<file path="config.mk">
export PLATFORM = sky130hd
export DESIGN_NAME = sub_shift_block
export DESIGN_NICKNAME = d
export VERILOG_FILES = /design/src/rtl/aes_pkg.sv /design/src/rtl/aes_sbox.sv /design/src/rtl/sub_shift_block.sv
export SDC_FILE = /design/constraint.sdc
export NUM_CORES = 1
export LEC_CHECK = 0
export ABC_AREA = 1
export CORE_MARGIN = 4
export CORE_UTILIZATION = 30
export CTS_BUF_LIST = sky130_fd_sc_hd__clkbuf_16
export CTS_CLUSTER_SIZE = 10
export DETAILED_ROUTE_END_ITERATION = 10
export PLACE_DENSITY = 0.62
export SLEW_MARGIN = 20
export SYNTH_ARGS = -nofsm -noshare
export SYNTH_HDL_FRONTEND = slang
export SYNTH_SLANG_ARGS = --single-unit
export TNS_END_PERCENT = 10
</file>
<file path="constraint.sdc">
create_clock -name clk -period 2.42 [get_ports clk]
set_input_delay 0.363 -clock clk [delete_from_list [all_inputs] [get_ports clk]]
set_output_delay 0.363 -clock clk [all_outputs]
set_load 0.05 [all_outputs]
</file>
<file path="src/rtl/aes_pkg.sv">
// Shared AES types, FSM encodings and the FIPS-197 S-box table.
// Imported by the SubBytes/ShiftRows stage and the key expansion.
package aes_pkg;

   typedef logic [3:0][3:0][7:0] aes_state_t;

   localparam logic [7:0] ST_IDLE = 8'h00;
   localparam logic [7:0] ST_SUB  = 8'h01;
   localparam logic [7:0] ST_DONE = 8'h02;

   localparam logic [7:0] SBOX_TABLE [256] = '{
      8'h63, 8'h7c, 8'h77, 8'h7b, 8'hf2, 8'h6b, 8'h6f, 8'hc5,
      8'h30, 8'h01, 8'h67, 8'h2b, 8'hfe, 8'hd7, 8'hab, 8'h76,
      8'hca, 8'h82, 8'hc9, 8'h7d, 8'hfa, 8'h59, 8'h47, 8'hf0,
      8'had, 8'hd4, 8'ha2, 8'haf, 8'h9c, 8'ha4, 8'h72, 8'hc0,
      8'hb7, 8'hfd, 8'h93, 8'h26, 8'h36, 8'h3f, 8'hf7, 8'hcc,
      8'h34, 8'ha5, 8'he5, 8'hf1, 8'h71, 8'hd8, 8'h31, 8'h15,
      8'h04, 8'hc7, 8'h23, 8'hc3, 8'h18, 8'h96, 8'h05, 8'h9a,
      8'h07, 8'h12, 8'h80, 8'he2, 8'heb, 8'h27, 8'hb2, 8'h75,
      8'h09, 8'h83, 8'h2c, 8'h1a, 8'h1b, 8'h6e, 8'h5a, 8'ha0,
      8'h52, 8'h3b, 8'hd6, 8'hb3, 8'h29, 8'he3, 8'h2f, 8'h84,
      8'h53, 8'hd1, 8'h00, 8'hed, 8'h20, 8'hfc, 8'hb1, 8'h5b,
      8'h6a, 8'hcb, 8'hbe, 8'h39, 8'h4a, 8'h4c, 8'h58, 8'hcf,
      8'hd0, 8'hef, 8'haa, 8'hfb, 8'h43, 8'h4d, 8'h33, 8'h85,
      8'h45, 8'hf9, 8'h02, 8'h7f, 8'h50, 8'h3c, 8'h9f, 8'ha8,
      8'h51, 8'ha3, 8'h40, 8'h8f, 8'h92, 8'h9d, 8'h38, 8'hf5,
      8'hbc, 8'hb6, 8'hda, 8'h21, 8'h10, 8'hff, 8'hf3, 8'hd2,
      8'hcd, 8'h0c, 8'h13, 8'hec, 8'h5f, 8'h97, 8'h44, 8'h17,
      8'hc4, 8'ha7, 8'h7e, 8'h3d, 8'h64, 8'h5d, 8'h19, 8'h73,
      8'h60, 8'h81, 8'h4f, 8'hdc, 8'h22, 8'h2a, 8'h90, 8'h88,
      8'h46, 8'hee, 8'hb8, 8'h14, 8'hde, 8'h5e, 8'h0b, 8'hdb,
      8'he0, 8'h32, 8'h3a, 8'h0a, 8'h49, 8'h06, 8'h24, 8'h5c,
      8'hc2, 8'hd3, 8'hac, 8'h62, 8'h91, 8'h95, 8'he4, 8'h79,
      8'he7, 8'hc8, 8'h37, 8'h6d, 8'h8d, 8'hd5, 8'h4e, 8'ha9,
      8'h6c, 8'h56, 8'hf4, 8'hea, 8'h65, 8'h7a, 8'hae, 8'h08,
      8'hba, 8'h78, 8'h25, 8'h2e, 8'h1c, 8'ha6, 8'hb4, 8'hc6,
      8'he8, 8'hdd, 8'h74, 8'h1f, 8'h4b, 8'hbd, 8'h8b, 8'h8a,
      8'h70, 8'h3e, 8'hb5, 8'h66, 8'h48, 8'h03, 8'hf6, 8'h0e,
      8'h61, 8'h35, 8'h57, 8'hb9, 8'h86, 8'hc1, 8'h1d, 8'h9e,
      8'he1, 8'hf8, 8'h98, 8'h11, 8'h69, 8'hd9, 8'h8e, 8'h94,
      8'h9b, 8'h1e, 8'h87, 8'he9, 8'hce, 8'h55, 8'h28, 8'hdf,
      8'h8c, 8'ha1, 8'h89, 8'h0d, 8'hbf, 8'he6, 8'h42, 8'h68,
      8'h41, 8'h99, 8'h2d, 8'h0f, 8'hb0, 8'h54, 8'hbb, 8'h16
   };

endpackage

</file>
<file path="src/rtl/aes_sbox.sv">
// Combinational AES S-box lookup, one byte in, one byte out.
// Shared by the SubBytes stage and the key expansion.
module aes_sbox
   import aes_pkg::*;
(
   input  logic [7:0] data,
   output logic [7:0] subst
);

   assign subst = SBOX_TABLE[data];

endmodule

</file>
<file path="src/rtl/sub_shift_block.sv">
// Iterative SubBytes over SBOX_LANES bytes per cycle, ShiftRows as wiring.
// Result feeds mixed_column_block.input2mixedcolumn.
module sub_shift_block
   import aes_pkg::*;
#(
   parameter int SBOX_LANES = 4
) (
   input  logic       clk,
   input  logic       rst,
   input  logic       in_valid,
   output logic       in_ready,
   input  aes_state_t state_in,
   output logic       out_valid,
   input  logic       out_ready,
   output aes_state_t state_out
);

   localparam int N  = 16 / SBOX_LANES;
   localparam int CW = (N > 1) ? $clog2(N) : 1;

   if (SBOX_LANES != 1 && SBOX_LANES != 2 && SBOX_LANES != 4 &&
       SBOX_LANES != 8 && SBOX_LANES != 16) begin : g_bad_lanes
      $error("sub_shift_block: SBOX_LANES must be 1, 2, 4, 8 or 16");
   end

   logic [7:0]       state;
   logic [CW-1:0]    cnt;
   aes_state_t       work;
   logic [15:0][7:0] work_flat;
   logic [15:0][7:0] work_nxt;
   logic [3:0]       idx [SBOX_LANES];
   logic [7:0]       sb  [SBOX_LANES];

   // flat byte k = r*4 + c maps onto the packed row/column layout
   assign work_flat = work;

   for (genvar l = 0; l < SBOX_LANES; l++) begin : g_lane
      assign idx[l] = 4'((int'(cnt) * SBOX_LANES) + l);
      aes_sbox u_sbox (
         .data  (work_flat[idx[l]]),
         .subst (sb[l])
      );
   end

   always_comb begin
      work_nxt = work_flat;
      for (int l = 0; l < SBOX_LANES; l++) begin
         work_nxt[idx[l]] = sb[l];
      end
   end

   assign out_valid = (state == ST_DONE);
   assign in_ready  = (state == ST_IDLE) || (out_valid && out_ready);

   always_ff @(posedge clk) begin
      if (rst) begin
         state <= ST_IDLE;
         cnt   <= '0;
         work  <= '0;
      end else begin
         unique case (state)
            ST_IDLE: begin
               if (in_valid) begin
                  work  <= state_in;
                  cnt   <= '0;
                  state <= ST_SUB;
               end
            end
            ST_SUB: begin
               work <= work_nxt;
               cnt  <= cnt + 1'b1;
               if (cnt == CW'(N - 1)) begin
                  state <= ST_DONE;
               end
            end
            ST_DONE: begin
               if (out_ready) begin
                  if (in_valid) begin
                     work  <= state_in;
                     cnt   <= '0;
                     state <= ST_SUB;
                  end else begin
                     state <= ST_IDLE;
                  end
               end
            end
            default: state <= ST_IDLE;
         endcase
      end
   end

   // row r rotates left by r
   for (genvar r = 0; r < 4; r++) begin : g_row
      for (genvar c = 0; c < 4; c++) begin : g_col
         assign state_out[r][c] = work[r][(c + r) % 4];
      end
   end

endmodule

</file>
==> run summary, run 1 <==
GLOBAL ROUTING
--------------------------------------------------------------------------------------
Number of global-route vias before repair ...............................        29000
Number of antenna violations at the first check in global routing .......            5
Pin count of the biggest net entering global routing ....................           61
Overflow left after global routing ......................................            0
Global router's overall resource usage ..................................        0.359
First-pass GRT wire length ..............................................    186000 um

TIMING
--------------------------------------------------------------------------------------
Fin crit share ..........................................................         1.12
Slew Viols, Final .......................................................            0
Number of hold violations in the final report ...........................            0
Final setup violating endpoints .........................................          128
Max Clock Freq ..........................................................      368 MHz
Worst slew margin relative to its limit .................................        0.533
Slack of the critical path ..............................................    -0.298 ns
Post-layout minimum cycle time ..........................................      2.72 ns
Setup TNS ...............................................................    -22.73 ns
RSZ-0062 raised after global routing ....................................          yes
Slew at the pin closest to its max-slew limit ...........................     0.699 ns
Worst clock skew ........................................................    0.0310 ns

SYNTHESIS
--------------------------------------------------------------------------------------
Share of Yosys cell area claimed by the top area cell type ..............        0.320
Count of synthesis-stage warnings from yosys ............................            0
Number of unique standard cell types used by synthesis ..................           33
Number of synthesized register bits .....................................          132
Gate count of the mapped netlist ........................................         3555
Netlist Area Pre-Place ..................................................    19100 um2
Sequential fraction of the synthesis area ...............................        0.138
Leading area contributor after synthesis ................................ sky130_fd_sc_hd__nand3_1
Synthesized net count ...................................................         3747
Biggest area contributors in the synthesized netlist .................... sky130_fd_sc_hd__nand3_1 (32%), sky130_fd_sc_hd__nand2_1 (19%), sky130_fd_sc_hd__dfxtp_1 (14%)
Synth Area per Inst .....................................................     5.37 um2

CLOCKING
--------------------------------------------------------------------------------------
CTS Sinks ...............................................................          132
Clock transition at path regs ...........................................      0.08 ns
CTS tree ................................................................         done
Clock buffer count from CTS .............................................           17
# hold bufs at CTS ......................................................            0
CTS H-tree lvls .........................................................            4
Clock Path Buffers ......................................................            2
Clock Tree Root ......................................................... sky130_fd_sc_hd__clkbuf_16
Clock Latency Late Sink .................................................      0.52 ns

POWER
--------------------------------------------------------------------------------------
Worst IR drop on VDD ....................................................   0.000506 V
Lkg Pwr .................................................................      14.2 nW
Comb pwr share ..........................................................        0.783
Switching power .........................................................     0.0140 W
Sw frac .................................................................        0.539
Cell area power density .................................................   849 nW/um2
Clock group share of total power ........................................        0.113
Int Pwr .................................................................     0.0120 W
Seq pwr share ...........................................................        0.105

LAYOUT
--------------------------------------------------------------------------------------
Post-route cell area ....................................................    30600 um2
# nets final ............................................................         4576
Number of fillers in the final layout ...................................         6786
Area added between synthesis and finish .................................        60.4%
Fraction of layout instances using a drive strength above 1 .............        0.278

FLOORPLAN
--------------------------------------------------------------------------------------
Row count ...............................................................           92
DIE HEIGHT ..............................................................       260 um
Die outline area ........................................................    67800 um2
Initial standard-cell utilization of the core ...........................        0.303
Core area ...............................................................    63100 um2
Die W ...................................................................       260 um
Top-Level Pins ..........................................................          262

SETUP PATH
--------------------------------------------------------------------------------------
Data required time of the worst path ....................................      2.81 ns
Library cell contributing the largest single delay on the critical path . sky130_fd_sc_hd__dfxtp_4
Cell breakdown of the critical path ..................................... inv_8, buf_12, nand2_1, nand2_1, nand2_2, nand2_4, buf_6, ha_1, buf_4, inv_2, nand2_2, nand3_1, nand2_1, nor2_1, nor2_1, nand2_1, nand2_1, nand2_1, nand2_1, buf_4, nand2_1, a21oi_1
Count of cells along the worst register-to-register path ................           22
Critical register-to-register path startpoint ........................... cnt[0]$_SDFFE_PP0P_
Worst setup SP type .....................................................         flop
Cell occurring most often along the worst timing path ................... sky130_fd_sc_hd__nand2_1
Kind of capture point of the worst setup path ...........................         flop
Source of the critical timing path ...................................... cnt[0]$_SDFFE_PP0P_
Arrival time reported for the critical path endpoint ....................      3.11 ns
Worst Setup Path Type ................................................... flop to flop
Maximum fanout along the worst path .....................................            8
Slowest stage delay, CP .................................................      0.43 ns

PLACED DESIGN
--------------------------------------------------------------------------------------
Placed wire-length estimate after detailed placement ....................     97800 um
Final weighted congestion in routability-driven placement ...............         1.06
IO buf count ............................................................          261
DP Area .................................................................    28700 um2

DETAILED ROUTING
--------------------------------------------------------------------------------------
Post-detailed-route wirelength per cell .................................      24.2 um
Mean number of vias per cell ............................................         5.83
Final routed wirelength across all metal layers .........................    127000 um
Initial DRC Count .......................................................         4562
Number of remaining DRC errors ..........................................            0
Number of iterations in the first detailed-routing pass .................            8
Count of vias placed by the detailed router .............................        30600
Number of routed nets with antenna violations ...........................            0

OUTCOME
--------------------------------------------------------------------------------------
Status .................................................................. complete, but fails checks
Failing checks .......................................................... setup timing

HOLD PATH
--------------------------------------------------------------------------------------
Hold crit path type ..................................................... primary input to flop
Launch point of the worst hold path .....................................  state_in[0]
Number of cells on the worst hold path ..................................            3

FLOW RUN
--------------------------------------------------------------------------------------
Number of max-cap violations ............................................            0

[flip-flops by register name, indices dropped and copies added (netlist names)]
| signal | cells |
|---|---|
| state_out | 128 |
| cnt | 2 |
| state | 2 |
[routing by layer]
layer,GRT usage,routed length (um)
met3,0.0739,13800
met5,0,10
met2,0.559,55400
met1,0.473,50900
met4,0.170,6980
[path summary, 6_finish.rpt]
path	endpoint	slack (ns)
min reg2reg	state_out[21]$_SDFFE_PP0P_	0.56
max	state_out[109]$_SDFFE_PP0P_	-0.30
max reg2reg	state_out[109]$_SDFFE_PP0P_	-0.30
min	state_out[0]$_SDFFE_PP0P_	0.48
[power by group through the flow]
stage	clock [W]	combinational [W]	sequential (W)
after detailed placement	0	0.0188	0.00275
after floorplan	0	0.00880	0.00360
after global routing	0.00302	0.0215	0.00274
after global placement	0	0.0190	0.00276
final	0.00293	0.0204	0.00272
after CTS	0.00294	0.0194	0.00271
[worst max-delay path, delay by kind of cell (launching register included)]
family / cells / cell delay [ns]
AND/OR/NAND/NOR: 14 / 1.13
AO/OA/AOI/OAI: 1 / 0.07
buffers and inverters: 6 / 0.77
flip-flops: 1 / 0.43
adder cells (fa/ha/maj): 1 / 0.20
[layout by cell type (no fill, tap or decap), types with 5 or more instances in the layout]
cell / n
sky130_fd_sc_hd__nand3_1: 1127
sky130_fd_sc_hd__nand2_1: 903
sky130_fd_sc_hd__buf_4: 711
sky130_fd_sc_hd__a21oi_1: 304
sky130_fd_sc_hd__clkdlybuf4s50_1: 257
sky130_fd_sc_hd__o21ai_0: 165
sky130_fd_sc_hd__dfxtp_1: 118
sky130_fd_sc_hd__inv_1: 108
sky130_fd_sc_hd__nor2_1: 108
sky130_fd_sc_hd__nand2_2: 98
sky130_fd_sc_hd__buf_12: 91
sky130_fd_sc_hd__nand3_2: 88
sky130_fd_sc_hd__ha_1: 38
sky130_fd_sc_hd__or2_2: 31
sky130_fd_sc_hd__nand2_4: 27
sky130_fd_sc_hd__inv_2: 25
sky130_fd_sc_hd__buf_6: 23
sky130_fd_sc_hd__clkbuf_16: 17
sky130_fd_sc_hd__nand3_4: 16
sky130_fd_sc_hd__ha_2: 15
sky130_fd_sc_hd__o211ai_1: 13
sky130_fd_sc_hd__a21oi_2: 13
sky130_fd_sc_hd__dfxtp_2: 12
sky130_fd_sc_hd__nand4_1: 8
sky130_fd_sc_hd__nand3b_1: 7
sky130_fd_sc_hd__ha_4: 7
sky130_fd_sc_hd__o21ai_1: 6
sky130_fd_sc_hd__diode_2: 5
sky130_fd_sc_hd__clkinv_4: 5
sky130_fd_sc_hd__inv_4: 5
sky130_fd_sc_hd__nor2_4: 5
[synth_stat cells (all sizes together)]
master / n
a211oi: 1
a21oi: 320
a31oi: 1
a32oi: 8
buf: 177
clkbuf: 100
dfxtp: 132
ha: 60
inv: 140
nand2: 1029
nand3: 1230
nand3b: 7
nand4: 8
nor2: 117
nor3: 4
o211ai: 13
o21ai: 172
or2: 36
[per-stage QoR]
step	setup WS, ns	util	total power [W]	instances	hold slack [ns]
finish	-0.298	0.486	0.0260	5248	0.481
global route	-0.410	0.486	0.0273	5244	0.508
CTS	-0.229	0.478	0.0251	5238	0.460
detailed placement	-0.504	0.456	0.0216	5199	0.549
global placement	-0.501	0.456	0.0217	5199	0.539
floorplan	-0.0482	-	0.0124	3555	0.432
[cell type report]
type | count | area (um2) | share of cell area
inverters | 140 | 551 | 0.0180
well taps | 846 | 1060 | 0.0345
repair buffers | 1086 | 10100 | 0.329
clock buffers | 17 | 425 | 0.0139
multi-input cells | 3007 | 15700 | 0.511
diodes | 5 | 12.5 | 0.000408
clock inverters | 15 | 180 | 0.00588
flip-flops and latches | 132 | 2670 | 0.0870
[cell families (layout without fill, tap and decap cells)]
logic type,Yosys count,count (layout),share of synthesized area
compound gates,515,515,0.144
buf+inv,417,1258,0.103
simple gates,2431,2432,0.575
flops,132,132,0.138
fa+ha+maj,60,60,0.0393
other cells,0,5,0
[repair_timing]
action	CTS	global route
buffers inserted	5	4
endpoints found under the hold margin	0	0
resized for setup	185	105
pin swaps	15	12
gates cloned	2	1
endpoints found under the setup margin	128	128
(Power assumes the default switching activity.)
==> run 2: changes to the inputs <==
--- a/config.mk
+++ b/config.mk
@@ -16,4 +16,4 @@
 export SYNTH_ARGS = -nofsm -noshare
 export SYNTH_HDL_FRONTEND = slang
 export SYNTH_SLANG_ARGS = --single-unit
-export TNS_END_PERCENT = 10
+export TNS_END_PERCENT = 50
==> run summary, run 2 (synthesized netlist as in run 1, its figures left out) <==
TIMING
--------------------------------------------------------------------------------------
Fin crit share ..........................................................         1.07   -0.0503
Post-layout minimum cycle time ..........................................      2.60 ns   -0.122 ns
RSZ-0062 raised after global routing ....................................          yes
Worst slew margin relative to its limit .................................        0.515   -0.0179
Slew at the pin closest to its max-slew limit ...........................     0.728 ns   +0.0290 ns
Number of hold violations in the final report ...........................            0   unchanged
Worst hold slack ........................................................     0.466 ns   -0.0150 ns
Setup TNS ...............................................................    -12.83 ns   +9.89 ns
Max Clock Freq ..........................................................      385 MHz   +4.7%
Worst clock skew ........................................................    0.0265 ns   -0.00446 ns
Final setup violating endpoints .........................................          122   -4.7%
Slew Viols, Final .......................................................            0   unchanged
Slack of the critical path ..............................................    -0.176 ns   +0.122 ns

SETUP PATH
--------------------------------------------------------------------------------------
Library cell contributing the largest single delay on the critical path . sky130_fd_sc_hd__dfxtp_4
Critical register-to-register path startpoint ........................... cnt[0]$_SDFFE_PP0P_
Maximum fanout along the worst path .....................................           12   +4
Kind of capture point of the worst setup path ...........................         flop
Cell occurring most often along the worst timing path ................... sky130_fd_sc_hd__nand2_1
Count of cells along the worst register-to-register path ................           19   -14%
Cell depth of the worst setup path ......................................           19   -14%
Setup slack on the worst flop-to-flop path ..............................     -0.18 ns   +0.12 ns
Destination of the worst register-to-register timing path ............... state_out[125]$_SDFFE_PP0P_
Worst Setup Path Type ................................................... flop to flop
Worst path bufs/invs ....................................................            6   unchanged
Worst setup SP type .....................................................         flop
Arrival time reported for the critical path endpoint ....................      3.04 ns   -0.07 ns
Cell family with most CP delay .......................................... simple AND/OR/NAND/NOR gates
Data required time of the worst path ....................................      2.86 ns   +0.05 ns
Cell breakdown of the critical path ..................................... inv_8, buf_12, buf_8, buf_6, nand2_1, nand2_1, nand2_1, nand2_4, buf_12, buf_12, nand3_1, nand3_1, nand3_1, nand3_1, nand2_1, nand2_1, nand2_2, nand2_2, a21oi_2
Slowest stage delay, CP .................................................      0.43 ns   about the same

POWER
--------------------------------------------------------------------------------------
Clock group share of total power ........................................        0.107   -0.006
Sw frac .................................................................        0.537   -0.00158
Lkg Pwr .................................................................      14.4 nW   +1.3%
Worst IR drop on VDD ....................................................   0.000641 V   +27%
Switching power .........................................................     0.0141 W   +0.68%
Cell area power density .................................................   835 nW/um2   -1.6%
Int Pwr .................................................................     0.0122 W   +1.3%
Seq pwr share ...........................................................        0.104   about the same
Comb pwr share ..........................................................        0.789   +0.006

LAYOUT
--------------------------------------------------------------------------------------
Number of diodes ........................................................            0   -5
Fraction of layout instances using a drive strength above 1 .............        0.307   +0.0288
Number of non-filler instances in the completed layout ..................         5241   -0.13%
Most common library cell in the layout ignoring fill and taps ........... sky130_fd_sc_hd__nand3_1
Post-route cell area ....................................................    31500 um2   +2.6%
# nets final ............................................................         4574   -0.044%
Area added between synthesis and finish .................................        64.7%
Most frequent cells in the layout ....................................... sky130_fd_sc_hd__nand3_1 (1085), sky130_fd_sc_hd__nand2_1 (859), sky130_fd_sc_hd__buf_4 (678)
Number of fillers in the final layout ...................................         6539   -3.6%
Flip-flop count of the largest register after layout ....................          128   unchanged

DETAILED ROUTING
--------------------------------------------------------------------------------------
Mean number of vias per cell ............................................         5.89   +0.92%
Count of vias placed by the detailed router .............................        30900   +0.79%
Initial DRC Count .......................................................         4518   -0.96%
Post-detailed-route wirelength per cell .................................      23.6 um   -2.6%
Final routed wirelength across all metal layers .........................    124000 um   -2.8%
Number of iterations in the first detailed-routing pass .................            8   unchanged
Number of routed nets with antenna violations ...........................            0   unchanged
Number of remaining DRC errors ..........................................            0   unchanged

GLOBAL ROUTING
--------------------------------------------------------------------------------------
Overflow left after global routing ......................................            0   unchanged
Global router's overall resource usage ..................................        0.341   -0.0179
Pin count of the biggest net entering global routing ....................           63   +3.3%
Number of global-route vias before repair ...............................        28400   -2.1%
First-pass GRT wire length ..............................................    178000 um   -4.3%
Number of antenna violations at the first check in global routing .......            2   -3

PLACED DESIGN
--------------------------------------------------------------------------------------
Place WS ................................................................    -0.425 ns   +0.0792 ns
DP Area .................................................................    28400 um2   -1.2%
Placed wire-length estimate after detailed placement ....................     92600 um   -5.4%
Final weighted congestion in routability-driven placement ...............         1.04   -2.4%
IO buf count ............................................................          261   unchanged
Instance count after placement with tap cells included ..................         5163   -0.69%

OUTCOME
--------------------------------------------------------------------------------------
Status .................................................................. complete, but fails checks
Failing checks .......................................................... setup timing

FLOORPLAN
--------------------------------------------------------------------------------------
Row count ...............................................................           92   unchanged
Top-Level Pins ..........................................................          262   unchanged
Core area ...............................................................    63100 um2   unchanged
Initial standard-cell utilization of the core ...........................        0.303   unchanged
DIE HEIGHT ..............................................................       260 um   unchanged
Die outline area ........................................................    67800 um2   unchanged
Die W ...................................................................       260 um   unchanged

HOLD PATH
--------------------------------------------------------------------------------------
Hold crit path type ..................................................... primary input to flop
Launch point of the worst hold path .....................................  state_in[1]
Worst Hold Endpoint ..................................................... state_out[1]$_SDFFE_PP0P_
Number of cells on the worst hold path ..................................            3   unchanged

CLOCKING
--------------------------------------------------------------------------------------
# hold bufs at CTS ......................................................            0   unchanged
Clock Latency Late Sink .................................................      0.52 ns   about the same
CTS tree ................................................................         done
Clock Tree Root ......................................................... sky130_fd_sc_hd__clkbuf_16
Clock Path Buffers ......................................................            2   unchanged
Clock transition at path regs ...........................................      0.08 ns   about the same
CTS Sinks ...............................................................          132   unchanged
Clock buffer count from CTS .............................................           17   unchanged
CTS H-tree lvls .........................................................            4   unchanged

FLOW RUN
--------------------------------------------------------------------------------------
Number of max-cap violations ............................................            0   unchanged

-- run 2: cell count changes in the layout (fill, tap and decap cells not counted), sizes merged --
cell           before   now
clkdlybuf4s50     257   260
clkinvlp            2     4
buf               828   814
clkbuf             17    23
bufbuf              1     2
diode               5     0
nand2            1029  1031
bufinv              3     2
clkinv              8     7
-- run 2: tightest hold or removal path, cell delays in order --
cell                              delay (ns)
sky130_fd_sc_hd__clkdlybuf4s50_1        0.40
sky130_fd_sc_hd__a21oi_1                0.12
sky130_fd_sc_hd__a21oi_1                0.07
-- run 2: per-layer routing --
| layer | global-route usage | routed length [um] | vias up |
|---|---|---|---|
| li1 | - | - | 13900 |
| met1 | 0.454 | 48900 | 14300 |
| met5 | 0 | 0 | - |
| met3 | 0.0705 | 14000 | 485 |
| met4 | 0.163 | 7070 | 0 |
| met2 | 0.524 | 53600 | 2170 |
-- run 2: area by class of cell --
cell class | instances | area, um2 | area share
multi-input cells | 3009 | 16300 | 0.520
well taps | 846 | 1060 | 0.0337
flip-flops and latches | 132 | 2670 | 0.0849
repair buffers | 1082 | 10200 | 0.326
inverters | 140 | 567 | 0.0180
clock buffers | 17 | 425 | 0.0135
clock inverters | 15 | 153 | 0.00485
-- run 2: power groups by stage --
stage	Clock (W)	Combinational, W	Sequential, W
3_3_place_gp	0	0.0185	0.00277
6_report	0.00281	0.0207	0.00274
3_5_place_dp	0	0.0183	0.00276
5_1_grt	0.00289	0.0219	0.00276
4_1_cts	0.00283	0.0191	0.00272
2_1_floorplan	0	0.00881	0.00360
-- run 2: per-stage QoR --
step	util	power (W)
after floorplan	-	0.0124
after global placement	0.450	0.0213
after detailed placement	0.450	0.0211
after CTS	0.476	0.0247
after global routing	0.499	0.0275
final	0.499	0.0263
-- run 2: repair_timing --
item                       in CTS  in global routing
gates cloned                    3                  9
resized for setup             219                269
setup endpoints to repair     128                129
setup buffers                  11                 24
pin swaps                      21                 66
-- run 2: worst max-delay path by stage --
stage               slack, ns                     endpoint                  startpoint
CTS                     -0.16   state_out[71]$_SDFFE_PP0P_         cnt[0]$_SDFFE_PP0P_
finish                  -0.18  state_out[125]$_SDFFE_PP0P_         cnt[0]$_SDFFE_PP0P_
global placement        -0.39   state_out[41]$_SDFFE_PP0P_         cnt[0]$_SDFFE_PP0P_
floorplan               -0.05   state_out[94]$_SDFFE_PP0P_  state_out[10]$_SDFFE_PP0P_
global route            -0.38  state_out[125]$_SDFFE_PP0P_         cnt[0]$_SDFFE_PP0P_
detailed placement      -0.43   state_out[11]$_SDFFE_PP0P_         cnt[0]$_SDFFE_PP0P_
